### config.mk
export PLATFORM = sky130hd
export DESIGN_NAME = baby_ram_arbiter
export DESIGN_NICKNAME = d
export VERILOG_FILES = /design/src/rtl/baby_ram_arbiter.sv
export SDC_FILE = /design/constraint.sdc
export NUM_CORES = 1
export LEC_CHECK = 0
export BUFFER_PORTS_ARGS = -buffer_cell sky130_fd_sc_hd__buf_2
export CELL_PAD_IN_SITES_DETAIL_PLACEMENT = 1
export CELL_PAD_IN_SITES_GLOBAL_PLACEMENT = 1
export CORE_MARGIN = 5
export CORE_UTILIZATION = 35
export CTS_BUF_LIST = sky130_fd_sc_hd__clkbuf_8 sky130_fd_sc_hd__clkbuf_16
export CTS_CLUSTER_SIZE = 12
export DETAILED_ROUTE_END_ITERATION = 8
export GPL_TIMING_DRIVEN = 0
export PLACE_DENSITY_LB_ADDON = 0.1
export SLEW_MARGIN = 15
export SYNTH_ARGS = -nofsm -noshare
export SYNTH_HDL_FRONTEND = slang
export SYNTH_SLANG_ARGS = --single-unit
export TNS_END_PERCENT = 10
### constraint.sdc
create_clock -name clock -period 3 [get_ports clock]
set_input_delay 0.6 -clock clock [delete_from_list [all_inputs] [get_ports clock]]
set_output_delay 0.6 -clock clock [all_outputs]
set_load 0.01 [all_outputs]
### src/rtl/baby_ram_arbiter.sv
// baby_ram_arbiter
//   Shares a single 32x32 RAM between the Baby core and a byte-wide host port.
//   While the core runs, it owns the RAM and the arbiter only passes its
//   requests through. When the host asks for the RAM, the core clock is gated
//   and the host can move whole 32-bit words as four byte beats, LSB first.
//
// Ports
//   clock, reset_ni                 : clock, asynchronous active-low reset
//   cpu_addr_i/rw_en_i/data_i       : core memory request
//   cpu_data_o, cpu_clk_en_o        : core read data, core clock enable
//   cpu_stop_i                      : core stop lamp (enter HALT)
//   mem_addr_o/we_o/wdata_o/rdata_i : RAM port (combinational read)
//   host_req_i/start_i/we_i/addr_i  : host ownership level and command
//   host_byte_i/valid_i, ready_o    : host write beats into the arbiter
//   host_byte_o/valid_o, ready_i    : read beats out to the host
//   host_grant_o/busy_o/done_o      : host status
//   halted_o                        : core halted by its stop lamp
module baby_ram_arbiter (
    input  logic        clock,
    input  logic        reset_ni,
    input  logic [4:0]  cpu_addr_i,
    input  logic        cpu_rw_en_i,
    input  logic [31:0] cpu_data_i,
    output logic [31:0] cpu_data_o,
    output logic        cpu_clk_en_o,
    input  logic        cpu_stop_i,
    output logic [4:0]  mem_addr_o,
    output logic        mem_we_o,
    output logic [31:0] mem_wdata_o,
    input  logic [31:0] mem_rdata_i,
    input  logic        host_req_i,
    input  logic        host_start_i,
    input  logic        host_we_i,
    input  logic [4:0]  host_addr_i,
    input  logic [7:0]  host_byte_i,
    input  logic        host_valid_i,
    output logic        host_ready_o,
    output logic [7:0]  host_byte_o,
    output logic        host_valid_o,
    input  logic        host_ready_i,
    output logic        host_grant_o,
    output logic        host_busy_o,
    output logic        host_done_o,
    output logic        halted_o
);

    localparam logic [2:0] S_RUN     = 3'd0;
    localparam logic [2:0] S_HALT    = 3'd1;
    localparam logic [2:0] S_H_IDLE  = 3'd2;
    localparam logic [2:0] S_H_LOAD  = 3'd3;
    localparam logic [2:0] S_H_WRITE = 3'd4;
    localparam logic [2:0] S_H_SEND  = 3'd5;

    logic [2:0]  r_state;
    logic [1:0]  r_beat;
    logic [4:0]  r_addr;
    logic        r_we;
    logic [31:0] r_shift;

    logic [7:0]  w_cur_byte;
    logic        w_last_beat;

    // Byte k of the word, byte 0 in the least significant bits.
    assign w_cur_byte  = r_shift[{r_beat, 3'b000} +: 8];
    assign w_last_beat = (r_beat == 2'd3);

    always_ff @(posedge clock or negedge reset_ni) begin
        if (!reset_ni) begin
            r_state <= S_RUN;
            r_beat  <= 2'd0;
            r_addr  <= 5'd0;
            r_we    <= 1'b0;
            r_shift <= 32'd0;
        end else begin
            case (r_state)
                S_RUN: begin
                    if (host_req_i)      r_state <= S_H_IDLE;
                    else if (cpu_stop_i) r_state <= S_HALT;
                end
                S_HALT: begin
                    if (host_req_i) r_state <= S_H_IDLE;
                end
                S_H_IDLE: begin
                    if (!host_req_i) begin
                        r_state <= S_RUN;
                    end else if (host_start_i) begin
                        r_addr <= host_addr_i;
                        r_we   <= host_we_i;
                        r_beat <= 2'd0;
                        if (host_we_i) begin
                            r_state <= S_H_LOAD;
                        end else begin
                            // mem_addr_o already shows host_addr_i this cycle,
                            // so the read word is captured on the start edge.
                            r_shift <= mem_rdata_i;
                            r_state <= S_H_SEND;
                        end
                    end
                end
                S_H_LOAD: begin
                    if (host_valid_i) begin
                        r_shift[{r_beat, 3'b000} +: 8] <= host_byte_i;
                        r_beat <= r_beat + 2'd1;
                        if (w_last_beat) r_state <= S_H_WRITE;
                    end
                end
                S_H_WRITE: begin
                    r_state <= S_H_IDLE;
                end
                S_H_SEND: begin
                    if (host_ready_i) begin
                        r_beat <= r_beat + 2'd1;
                        if (w_last_beat) r_state <= S_H_IDLE;
                    end
                end
                default: r_state <= S_RUN;
            endcase
        end
    end

    always_comb begin
        cpu_data_o   = 32'd0;
        cpu_clk_en_o = 1'b0;
        mem_addr_o   = r_addr;
        mem_we_o     = 1'b0;
        mem_wdata_o  = r_shift;
        host_ready_o = 1'b0;
        host_byte_o  = 8'd0;
        host_valid_o = 1'b0;
        host_grant_o = 1'b0;
        host_busy_o  = 1'b0;
        host_done_o  = 1'b0;
        halted_o     = 1'b0;
        case (r_state)
            S_RUN: begin
                cpu_clk_en_o = 1'b1;
                mem_addr_o   = cpu_addr_i;
                mem_we_o     = cpu_rw_en_i;
                mem_wdata_o  = cpu_data_i;
                cpu_data_o   = mem_rdata_i;
            end
            S_HALT: begin
                halted_o   = 1'b1;
                mem_addr_o = cpu_addr_i;
            end
            S_H_IDLE: begin
                host_grant_o = 1'b1;
                if (host_start_i) mem_addr_o = host_addr_i;
            end
            S_H_LOAD: begin
                host_busy_o  = 1'b1;
                host_ready_o = 1'b1;
            end
            S_H_WRITE: begin
                host_busy_o = 1'b1;
                mem_we_o    = r_we;
                host_done_o = 1'b1;
            end
            S_H_SEND: begin
                host_busy_o  = 1'b1;
                host_valid_o = 1'b1;
                host_byte_o  = w_cur_byte;
                host_done_o  = host_ready_i & w_last_beat;
            end
            default: begin
                cpu_clk_en_o = 1'b1;
                mem_addr_o   = cpu_addr_i;
            end
        endcase
    end

endmodule

Word level (Yosys, flattened, before mapping)
Index checks and enable logic that the tools add are counted.

storage, ports and cells
  flip-flop bits (word level) = 43
  logic and storage cells = 72
  output and inout port bits = 85
  bits of input ports = 91

operators by class
  mux-type cells = 35
  shift operators = 3
  add/sub/neg operators = 2
  bitwise operators = 1
  eq/ne operators = 16
  reduce and logical (&&, ||, !) cells = 10

operators with widths
  cell                    number
  $mux 32                 6
  $pmux 32 s2             1
  $bwmux 32               1
  $shift 8x7->32 const A  1
  $shiftx 32x6->8         1
  $shiftx 8x7->32         1
  $mux 3                  10
  $pmux 3 s6              1
  $ne 2x2->1 const B      8
  $pmux 5 s2              1
  $reduce_and 5->1        2
  $mux 2                  4
  $mux 8                  1
  $neg 5->7               1
  $reduce_and 7->1        1
  $eq 3x2->1 const B      2
  $eq 3x3->1 const B      2
  $mux 1                  6
  $ne 3x3->1 const B      2
  $pmux 2 s3              1
  $mux 5                  1
  $reduce_or 5->1         1
  $pmux 1 s2              2
  $eq 3x1->1 const B      1
  other kinds (9)         9

Longest topological paths before layout
  depth in word-level cells = 5
  gate-level depth with buffers = 7
  gate-level depth less buffers = 6

Least setup slack after synthesis
OpenSTA, ideal clock, no wires.

  kind = register to output
  start point = register r_state[0]
  end point = output port mem_addr_o[0]
  path buffers = 1
  stages on the path, launching flop included = 6
  data required time = 2.400 ns
  setup slack = 0.990 ns
  arrival time = 1.410 ns
  cells stage by stage = dfrtp_1 > buf_6 > or2b_1 > o311ai_2 > a222oi_1 > inv_1

between the ends
  word-level cells in the longest chain between the ends = 3

ends and longest elaborated chain
  what                                             line  text
  start: declaration                               54    logic [2:0] r_state;
  start signal: assignment                         69    r_state <= S_RUN;
  start signal: assignment                         77    if (host_req_i) r_state <= S_H_IDLE;
  start signal: assignment                         78    else if (cpu_stop_i) r_state <= S_HALT;
  $eq 3x3->1 / $eq 3x2->1 (equally long branches)  134   case (r_state)
  $reduce_or 3->1 (no source line)                 --
  $pmux 5 s2 (*)                                   134
  end: declaration                                 27    output logic [4:0] mem_addr_o,

Every way passes the cells marked *; elsewhere a longest branch is shown, timed or not.

Worst setup path after layout
  start point = register r_state[2]
  end point = output port host_byte_o[7]

between the ends
  word-level cells in the longest chain between the ends = 2

ends and longest elaborated chain
  what              line  text
  $eq 3x3->1        134
  $mux 8            134
  end: declaration  38    output logic [7:0] host_byte_o,

Every way passes these cells.

==> run summary <==
Worst EP arrival -> 2.24 ns
Yosys Warn Count -> 0
Comb pwr share -> 0.685
Power per cell area -> 1070 nW/µm²
Flop pwr share -> 0.234
Post-synth net total -> 434
Worst reg2reg path endpoint -> r_shift[15]
Die height -> 107 µm
Synth top area share -> 0.327
Syn Area/Cell -> 9.74 µm²
Status -> finished, final reports clean
I/O pin cnt -> 176
Peak VDD IR -> 0.340 mV
Clock tree buffer depth -> 2
Htree depth -> 2
CP startpoint -> r_state[2]
Grt met1 use -> 0.298
Max Cap Viol -> 0
Starting density of the core -> 0.358
Post-Synthesis Cell Area -> 3290 µm²
Post-CTS setup buffer count -> 0
Die W -> 107 µm
DRT Wirelength -> 13.5 mm
Post-synthesis sequential area ratio -> 0.327
FP Rows -> 35
GPL Wtd Cong -> 0.839
Routed Antenna Nets -> 0
Number of antenna violations at the first check in global routing -> 0
Switch Pwr -> 2280 µW
Final #Nets -> 616
Via-to-Cell Ratio -> 5.33
Pre-CTS setup slack -> -0.0717 ns
Residual DRC count -> 0
Vias in the first global route -> 3687
Main synth FF type -> dfrtp_1
Relative slew margins -> 0.310
IO Port Bufs -> 175
Hold slack -> 0.457 ns
Clk sinks -> 43
Crit Path Max Fanout -> 10
Max-slew violations -> 0
Clock network fraction of total power -> 0.082
Crit path time final -> 2.84 ns
Critical path class -> reg2out
RSZ-0062 raised after global routing -> no
Asr flop ratio synth -> 1.00
Most common cell in the netlist -> dfrtp_1
N_diodes -> 0
TritonCTS Buffers -> 5
Setup-failing EPs final -> 0
1st-pass router iterations -> 4
Layer with the highest usage -> met2
Fmax -> 352 MHz
Post-Syn Instances -> 338
Total grt overflow -> 0
Layout overhead on the synthesized area -> 34.1%
Layout cell share with drive strength beyond 1 -> 0.455
GR Util met2 -> 0.419
P_leak -> 0.00225 µW
Final worst setup slack -> 0.158 ns
CTS tree -> yes
Element type at the critical path end -> output pin
Fin Setup TNS -> 0 ns
Final Util -> 0.480
Hold-fix buffers at CTS -> 0
First DRT Iteration DRCs -> 164
Hpwl dp -> 10.0 mm
Worst Skew -> 0.00975 ns
Critical Path Source Type -> flop
RR Startpoint -> r_beat[1]
Worst-path clk slew -> 0.09 ns
Clk Latency, worst-skew pair -> 0.31 ns
Worst min path class -> in2async
Flop and latch count out of synthesis -> 43
Die area -> 11400 µm²
Netlist cell types -> 45
Critical Path RT -> 2.40 ns
Tightest Pin Transition -> 1.03 ns
Sw Ratio -> 0.482
EDFF count, synth -> 0
Global Route Usage Sum -> 0.238
Crit share post-route -> 0.947
Wire per inst -> 21.3 µm
Clk root buf -> clkbuf_8
Internal power -> 2440 µW
Pwr Total -> 4720 µW
Core ar. -> 9200 µm²
R2R depth -> 7
Final hold violation count -> 0
CP Capture Point -> host_byte_o[7]
Global-route wire length before repair -> 20.8 mm
Synth area leader -> dfrtp_1
Synth area leaders -> dfrtp_1, mux2i_1, mux2_2, and2_1, a22oi_1
Met3 Use GR -> 0.0476
Largest net degree at the start of global routing -> 44
Via count -> 3366
Top cells by count, synth -> dfrtp_1, inv_1, and2_1
Flop-to-flop setup slack -> 0.19 ns
## placed cells by master, fill, tap and decap left out, types with 5 or more instances in the layout
master    synthesis  routed
mux4_2            8       8
buf_6             7       7
nand2_1          31      31
a222oi_1          5       5
o21ai_0          25      25
dfrtp_1          43      43
inv_1            34      35
buf_2             3     178
mux2_2           23      23
nor2b_1          11      11
clkbuf_1         10      10
mux2i_1          27      27
and2_1           32      32
a22oi_1          25      25
ha_1              5       5
a22o_1            8       8
clkbuf_8          0       5
## sequential cells by signal, indices dropped and copies added, names as in the netlist
name	cells
r_we	1
r_beat	2
r_addr	5
r_state	3
r_shift	32
## how the worst min path moves through the flow
stage               from        end  slack, ns  cells after the start
6_report        reset_ni  r_addr[1]       0.46                      1
5_1_grt         reset_ni  r_addr[1]       0.54                      1
4_1_cts         reset_ni  r_addr[1]       0.51                      1
3_5_place_dp   r_addr[4]  r_addr[4]       0.50                      1
3_3_place_gp   r_addr[0]  r_addr[0]       0.49                      1
2_1_floorplan   reset_ni  r_addr[0]       0.30                      0
## critical path: stages (launching register included)
cell and delay, ns:
dfrtp_1 0.50, clkbuf_1 0.46, nand3b_1 0.54, nor2b_1 0.28, buf_2 0.16
## per-stage QoR
step | cell area [µm²] | cells
2_1_floorplan | 3290 | 338
3_3_place_gp | 4310 | 624
3_5_place_dp | 4310 | 624
4_1_cts | 4400 | 632
5_1_grt | 4410 | 632
6_report | 4410 | 632
## per-layer routing
metal / wire length, µm / vias up
met2: 6680 / 140
met1: 5720 / 1644
li1: - / 1567
met4: 206 / 0
met5: 0 / -
met3: 884 / 15
## final cells by class
cell class                 instances  area (µm²)
timing repair buffer             175         876
inverter                          34         128
fill                            1158        4780
clock buffer                       5        68.8
sequential                        43        1080
buffer                            22         143
multi-input combinational        239        1970
clock inverter                     3        16.3
tap                              111         139
## logic make-up (layout without fill, tap and decap cells)
kind of cell / Yosys count / in the layout / share of synthesized area
simple gates: 95 / 95 / 0.171
compound gates: 80 / 80 / 0.182
mux: 58 / 58 / 0.216
buf+inv: 56 / 239 / 0.0821
flops: 43 / 43 / 0.327
fa+ha+maj: 5 / 5 / 0.0190
xor+xnor: 1 / 1 / 0.00266
## timing repair
action | CTS | global route
gates resized for setup | 1 | 2
setup endpoints to repair | 8 | 20
pin swaps | 0 | 1
## power groups by stage
| stage | clock (µW) | combinational (µW) | sequential (µW) |
|---|---|---|---|
| after global routing | 412 | 3520 | 1140 |
| after detailed placement | 0 | 3240 | 1110 |
| after floorplan | 0 | 2060 | 1030 |
| after global placement | 0 | 3180 | 1090 |
| final | 385 | 3230 | 1100 |
| after CTS | 383 | 3270 | 1100 |
No activity file was read; power rests on OpenSTA's default activity.
